### src/rtl/fft_pkg.sv
// Shared constants and state type for the 64-point FFT
// address-generation unit.
package fft_pkg;

  localparam int N_LOG2    = 6;
  localparam int N_POINTS  = 64;
  localparam int ADDR_W    = 6;
  localparam int TW_ADDR_W = 5;
  localparam int N_BFLY    = 32;

  typedef enum logic [2:0] {
    IDLE,
    READ,
    WAIT,
    WRITE,
    DONE
  } agu_state_t;

endpackage

### src/rtl/fft_agu_if.sv
// Control/address bundle between fft_agu and the
// sample RAM / butterfly datapath.
interface fft_agu_if;
  import fft_pkg::*;

  logic                 start;
  logic [ADDR_W-1:0]    address_a;
  logic [ADDR_W-1:0]    address_b;
  logic [TW_ADDR_W-1:0] twiddle_addr;
  logic                 capture;
  logic                 write;
  logic                 busy;
  logic                 done;

  modport master (
    input  start,
    output address_a,
    output address_b,
    output twiddle_addr,
    output capture,
    output write,
    output busy,
    output done
  );

  modport slave (
    output start,
    input  address_a,
    input  address_b,
    input  twiddle_addr,
    input  capture,
    input  write,
    input  busy,
    input  done
  );

endinterface

### src/rtl/fft_addr_calc.sv
// Radix-2 butterfly address and twiddle index for a
// given (stage, butterfly index) pair. Combinational.
module fft_addr_calc
  import fft_pkg::*;
(
  input  logic [2:0]           stage,
  input  logic [4:0]           idx,
  output logic [ADDR_W-1:0]    address_a,
  output logic [ADDR_W-1:0]    address_b,
  output logic [TW_ADDR_W-1:0] twiddle_addr
);

  logic [ADDR_W-1:0]    sbit;
  logic [ADDR_W-1:0]    lo;
  logic [ADDR_W-1:0]    ext;
  logic [TW_ADDR_W-1:0] twm;

  // Insert a zero at bit `stage` by splitting
  // idx into low and high parts and shifting the high.
  always_comb begin
    sbit         = 6'd1 << stage;
    lo           = sbit - 6'd1;
    ext          = {1'b0, idx};
    address_a    = (ext & lo) | ((ext & ~lo) << 1);
    address_b    = address_a | sbit;
    twm          = idx & lo[TW_ADDR_W-1:0];
    twiddle_addr = twm << (3'd5 - stage);
  end

endmodule

### src/rtl/fft_agu.sv
// Sequencer for the in-place 64-point radix-2 FFT:
// 6 stages x 32 butterflies, each READ, WAIT*, WRITE.
module fft_agu
  import fft_pkg::*;
#(
  parameter int BFLY_LATENCY = 1
) (
  input  logic      clk,
  input  logic      reset_n,
  fft_agu_if.master bus
);

  localparam logic [2:0] WLAST =
    3'(BFLY_LATENCY > 1 ? BFLY_LATENCY - 2 : 0);

  agu_state_t state;
  logic [2:0] stage;
  logic [4:0] idx;
  logic [2:0] wcnt;

  logic [ADDR_W-1:0]    ca;
  logic [ADDR_W-1:0]    cb;
  logic [TW_ADDR_W-1:0] ctw;
  logic                 act;

  always_ff @(posedge clk or negedge reset_n) begin
    if (!reset_n) begin
      state <= IDLE;
      stage <= '0;
      idx   <= '0;
      wcnt  <= '0;
    end else begin
      unique case (state)
        IDLE: begin
          if (bus.start) begin
            state <= READ;
            stage <= '0;
            idx   <= '0;
          end
        end
        READ: begin
          if (BFLY_LATENCY == 1) begin
            state <= WRITE;
          end else begin
            state <= WAIT;
            wcnt  <= '0;
          end
        end
        WAIT: begin
          wcnt <= wcnt + 3'd1;
          if (wcnt == WLAST) state <= WRITE;
        end
        WRITE: begin
          if (idx != 5'd31) begin
            idx   <= idx + 5'd1;
            state <= READ;
          end else if (stage != 3'd5) begin
            stage <= stage + 3'd1;
            idx   <= '0;
            state <= READ;
          end else begin
            state <= DONE;
          end
        end
        DONE:    state <= IDLE;
        default: state <= IDLE;
      endcase
    end
  end

  fft_addr_calc u_calc (
    .stage        (stage),
    .idx          (idx),
    .address_a    (ca),
    .address_b    (cb),
    .twiddle_addr (ctw)
  );

  // Decoded from registered state only, so an async
  // reset clears every output immediately.
  assign act = (state == READ) ||
               (state == WAIT) ||
               (state == WRITE);

  assign bus.busy         = act;
  assign bus.capture      = (state == READ);
  assign bus.write        = (state == WRITE);
  assign bus.done         = (state == DONE);
  assign bus.address_a    = act ? ca  : '0;
  assign bus.address_b    = act ? cb  : '0;
  assign bus.twiddle_addr = act ? ctw : '0;

endmodule
### src/flat_wrapper.sv
// flat-port wrapper written by rule: the top's interface ports become plain ports
module fft_agu_flat import fft_pkg::*;
#(
  parameter int BFLY_LATENCY = 1
)
  (clk, reset_n, bus_start, bus_address_a, bus_address_b, bus_twiddle_addr, bus_capture, bus_write, bus_busy, bus_done);
  fft_agu_if bus_i ();
  input  logic clk;
  input  logic reset_n;
  input wire logic [$bits(bus_i.start)-1:0] bus_start;
  output wire logic [$bits(bus_i.address_a)-1:0] bus_address_a;
  output wire logic [$bits(bus_i.address_b)-1:0] bus_address_b;
  output wire logic [$bits(bus_i.twiddle_addr)-1:0] bus_twiddle_addr;
  output wire logic [$bits(bus_i.capture)-1:0] bus_capture;
  output wire logic [$bits(bus_i.write)-1:0] bus_write;
  output wire logic [$bits(bus_i.busy)-1:0] bus_busy;
  output wire logic [$bits(bus_i.done)-1:0] bus_done;
  assign bus_i.start = bus_start;
  assign bus_address_a = bus_i.address_a;
  assign bus_address_b = bus_i.address_b;
  assign bus_twiddle_addr = bus_i.twiddle_addr;
  assign bus_capture = bus_i.capture;
  assign bus_write = bus_i.write;
  assign bus_busy = bus_i.busy;
  assign bus_done = bus_i.done;
  fft_agu #(.BFLY_LATENCY(BFLY_LATENCY)) u_core (.clk(clk), .reset_n(reset_n), .bus(bus_i));
endmodule
### config.mk
export PLATFORM = sky130hd
export DESIGN_NAME = fft_agu_flat
export DESIGN_NICKNAME = d
export VERILOG_FILES = /design/src/rtl/fft_pkg.sv /design/src/rtl/fft_agu_if.sv /design/src/rtl/fft_addr_calc.sv /design/src/rtl/fft_agu.sv /design/src/flat_wrapper.sv
export SDC_FILE = /design/constraint.sdc
export NUM_CORES = 1
export LEC_CHECK = 0
export BUFFER_PORTS_ARGS = -buffer_cell sky130_fd_sc_hd__buf_2
export CORE_MARGIN = 2
export CORE_UTILIZATION = 47
export CTS_BUF_LIST = sky130_fd_sc_hd__clkbuf_16
export DETAILED_ROUTE_END_ITERATION = 10
export GPL_ROUTABILITY_DRIVEN = 0
export PLACE_DENSITY = 0.7
export SYNTH_ARGS = -nofsm -noshare
export SYNTH_HDL_FRONTEND = slang
export SYNTH_SLANG_ARGS = --single-unit
### constraint.sdc
create_clock -name clk -period 6.7 [get_ports clk]
set_input_delay 0.335 -clock clk [delete_from_list [all_inputs] [get_ports clk]]
set_output_delay 0.335 -clock clk [all_outputs]
set_load 0.01 [all_outputs]
==> results.toml <==
[global_routing]
grt-busiest-layer = "met2"
grt_max_degree = 16
grt_pass1_wl_um = 4970
grt_overflow = 0
antenna_found_initial = 0
met3_usage = 0.0558
grt_use_met1 = 0.286
grt_pass1_vias = 1048
globalRouteTotalUtil = 0.199
globalRouteMet2Util = 0.293

[worst_setup_path]
end_kind = "output pin"
critPathMaxFanout = 15
required_ns = 6.36
worstReg2RegStart = "u_core.idx[0]"
startpoint_type = "register"
ff2ff_path_depth = 7
r2r-end = "u_core.idx[3]"
arrival_ns = 2.66
worstSetupPathType = "reg -> out"
r2r_setup_slack_ns = 4.56

[cells_and_area]
drive_gt1_frac = 0.206
fin_nets = 189
final_util = 0.583
diodes = 0
fillCellCount = 230
syn_to_final_growth_pct = 15.8

[synthesis]
synth_edf_count = 0
yosys.area_share.simple = 0.268
seq_area_frac_synth = 0.278
synth_top_area_frac = 0.278
synth.avg_cell_area_um2 = 8.07
synth_fa_ha_area_frac = 0.0994
synthCells = 156
ys_ff_latch = 14
netlist_top_cells_area = "dfrtp_1 (28%), ha_1 (9.9%), nor2_1 (4.5%)"
ys_warn_count = 0
yosys.area.top_type = "dfrtp_1"
synth_commonest_cells = "nor2_1 (15), dfrtp_1 (14), inv_1 (12), nand2_1 (12), ha_1 (10)"
synth-compound-area-share = 0.237
syn_nets = 169
syn_area_um2 = 1260
ys_types = 51
yosys.cell_count.top_type = "nor2_1"
synth_top_family_by_area = "simple AND/OR/NAND/NOR gates"
synth_async_sr_flop_share = 1.00
ys.flop_type = "dfrtp_1"
post_synth_xor_area_fraction = 0.0417
synthMuxAreaShare = 0

[floorplan]
io_pins = 24
die_w_um = 55.8
dieArea_um2 = 3110
core_area_um2 = 2500
initial_core_util = 0.504
die_y_um = 55.8
rows = 18

[job]
drv_cap = 0

[pwr]
power.leakage_nw = 0.710
ir_drop_mv = 0.304
power_density_nw_per_um2 = 520

[drt]
vias = 1181
wirelength_um = 2920
drtPass1Iterations = 4
drc = 0
antenna_left = 0
wl_per_cell_um = 14.2
via_per_inst = 5.76
drt_iter0_drc = 24

[clock_tree]
clk_transition_reported_paths_ns = 0.04
cts_resized = 0
cts_tree = "yes"
clk_latency_ns = 0.24
cts-buffers-inserted = 3
clk_path_buf_depth = 2
root_buffer = "clkbuf_16"
cts_sinks = 14
cts_max_level = 1

[timing]
finalCritPeriodShare = 0.447
skew_ns = 0.00448
slew_headroom = 0.659
tightest_slew_ns = 0.509
rsz0062_at_grt = "false"
hold_viol_final = 0
fmaxAchievable_mhz = 334
finalMaxSlewViolations = 0
setup_viol = 0
setup_tns_ns = 0
period_needed_ns = 2.99

[worst_hold_path]
min_to = "u_core.wcnt[2]"
min_path_cells = 1
hold_path_class = "reg -> reg"
hp-start = "u_core.wcnt[2]"

[placement]
hpwl_um = 2150
io_buffers = 23

[outcome]
status = "completed"
-- cells by family after synthesis --
group                    count (synthesis)
AND/OR/NAND/NOR                         62
AO/OA/AOI/OAI                           42
buffers and inverters                   22
flip-flops                              14
adder cells (fa/ha/maj)                 10
XOR/XNOR                                 6
-- stage by stage --
step | total power [mW] | cell area, µm² | hold slack, ns | std cells | worst slack (ns)
4_1_cts | 0.762 | 1460 | 0.477 | 205 | 3.73
6_report | 0.759 | 1460 | 0.472 | 205 | 3.71
5_1_grt | 0.827 | 1460 | 0.512 | 205 | 3.54
2_1_floorplan | 0.508 | 1260 | 0.0394 | 156 | 4.28
3_5_place_dp | 0.644 | 1370 | 0.247 | 200 | 3.98
3_3_place_gp | 0.634 | 1370 | 0.244 | 200 | 4.09
-- worst max path at each step --
stage | startpoint | slack, ns | depth (start not counted) | end
final | u_core.stage[0] | 3.71 | 7 | bus_twiddle_addr[4]
after global routing | u_core.stage[0] | 3.54 | 7 | bus_address_b[3]
after CTS | u_core.stage[0] | 3.73 | 7 | bus_address_b[3]
after detailed placement | u_core.stage[0] | 3.98 | 7 | bus_address_b[3]
after global placement | u_core.stage[0] | 4.09 | 7 | bus_twiddle_addr[4]
after floorplan | u_core.stage[1] | 4.28 | 8 | bus_twiddle_addr[3]
-- layer usage --
metal / vias up / part of all wire
met5: - / 0
met4: 0 / 0.0079
met3: 4 / 0.044
met2: 27 / 0.45
met1: 554 / 0.50
li1: 596 / -
-- what timing repair did --
| action | in CTS | in global routing |
|---|---|---|
| hold endpoints to repair | 14 | 0 |
| setup buffers | 0 | 0 |
| hold buffers | 1 | 0 |
-- state kept, by name (all words and copies together), names as in the netlist --
register / count
u_core.state: 3
u_core.stage: 3
u_core.wcnt: 3
u_core.idx: 5
-- worst max-delay path: stages (launching register included) --
cell	delay [ns]
dfrtp_1	0.58
inv_1	0.23
ha_1	0.40
o21a_1	0.24
o31ai_1	0.40
o21bai_1	0.16
a32o_1	0.28
buf_2	0.14
-- layout by cell type (no fill, tap or decap), types with 6 or more instances in the layout --
cell | synthesis | layout
a21oi_1 | 8 | 8
nor2_1 | 15 | 15
inv_1 | 12 | 12
buf_2 | 4 | 23
nand3_1 | 6 | 6
dfrtp_1 | 14 | 14
nand2_1 | 12 | 12
o21ai_0 | 8 | 8
ha_1 | 10 | 10
-- where the power goes --
| group | internal [mW] | switching [mW] |
|---|---|---|
| Combinational | 0.211 | 0.257 |
| Sequential | 0.112 | 0.0664 |
| Clock | 0.0788 | 0.0335 |
-- area by class of cell --
cell class                      instances  area, µm²  share of cell area
Sequential cell                        14        350               0.240
Inverter                               12       45.0              0.0309
Tap cell                               30       37.5              0.0258
Multi-Input combinational cell        120        813               0.558
Clock inverter                          1       3.75             0.00258
Timing Repair Buffer                   25        133              0.0910
Clock buffer                            3       75.1              0.0515
No activity file was read; power rests on OpenSTA's default activity.
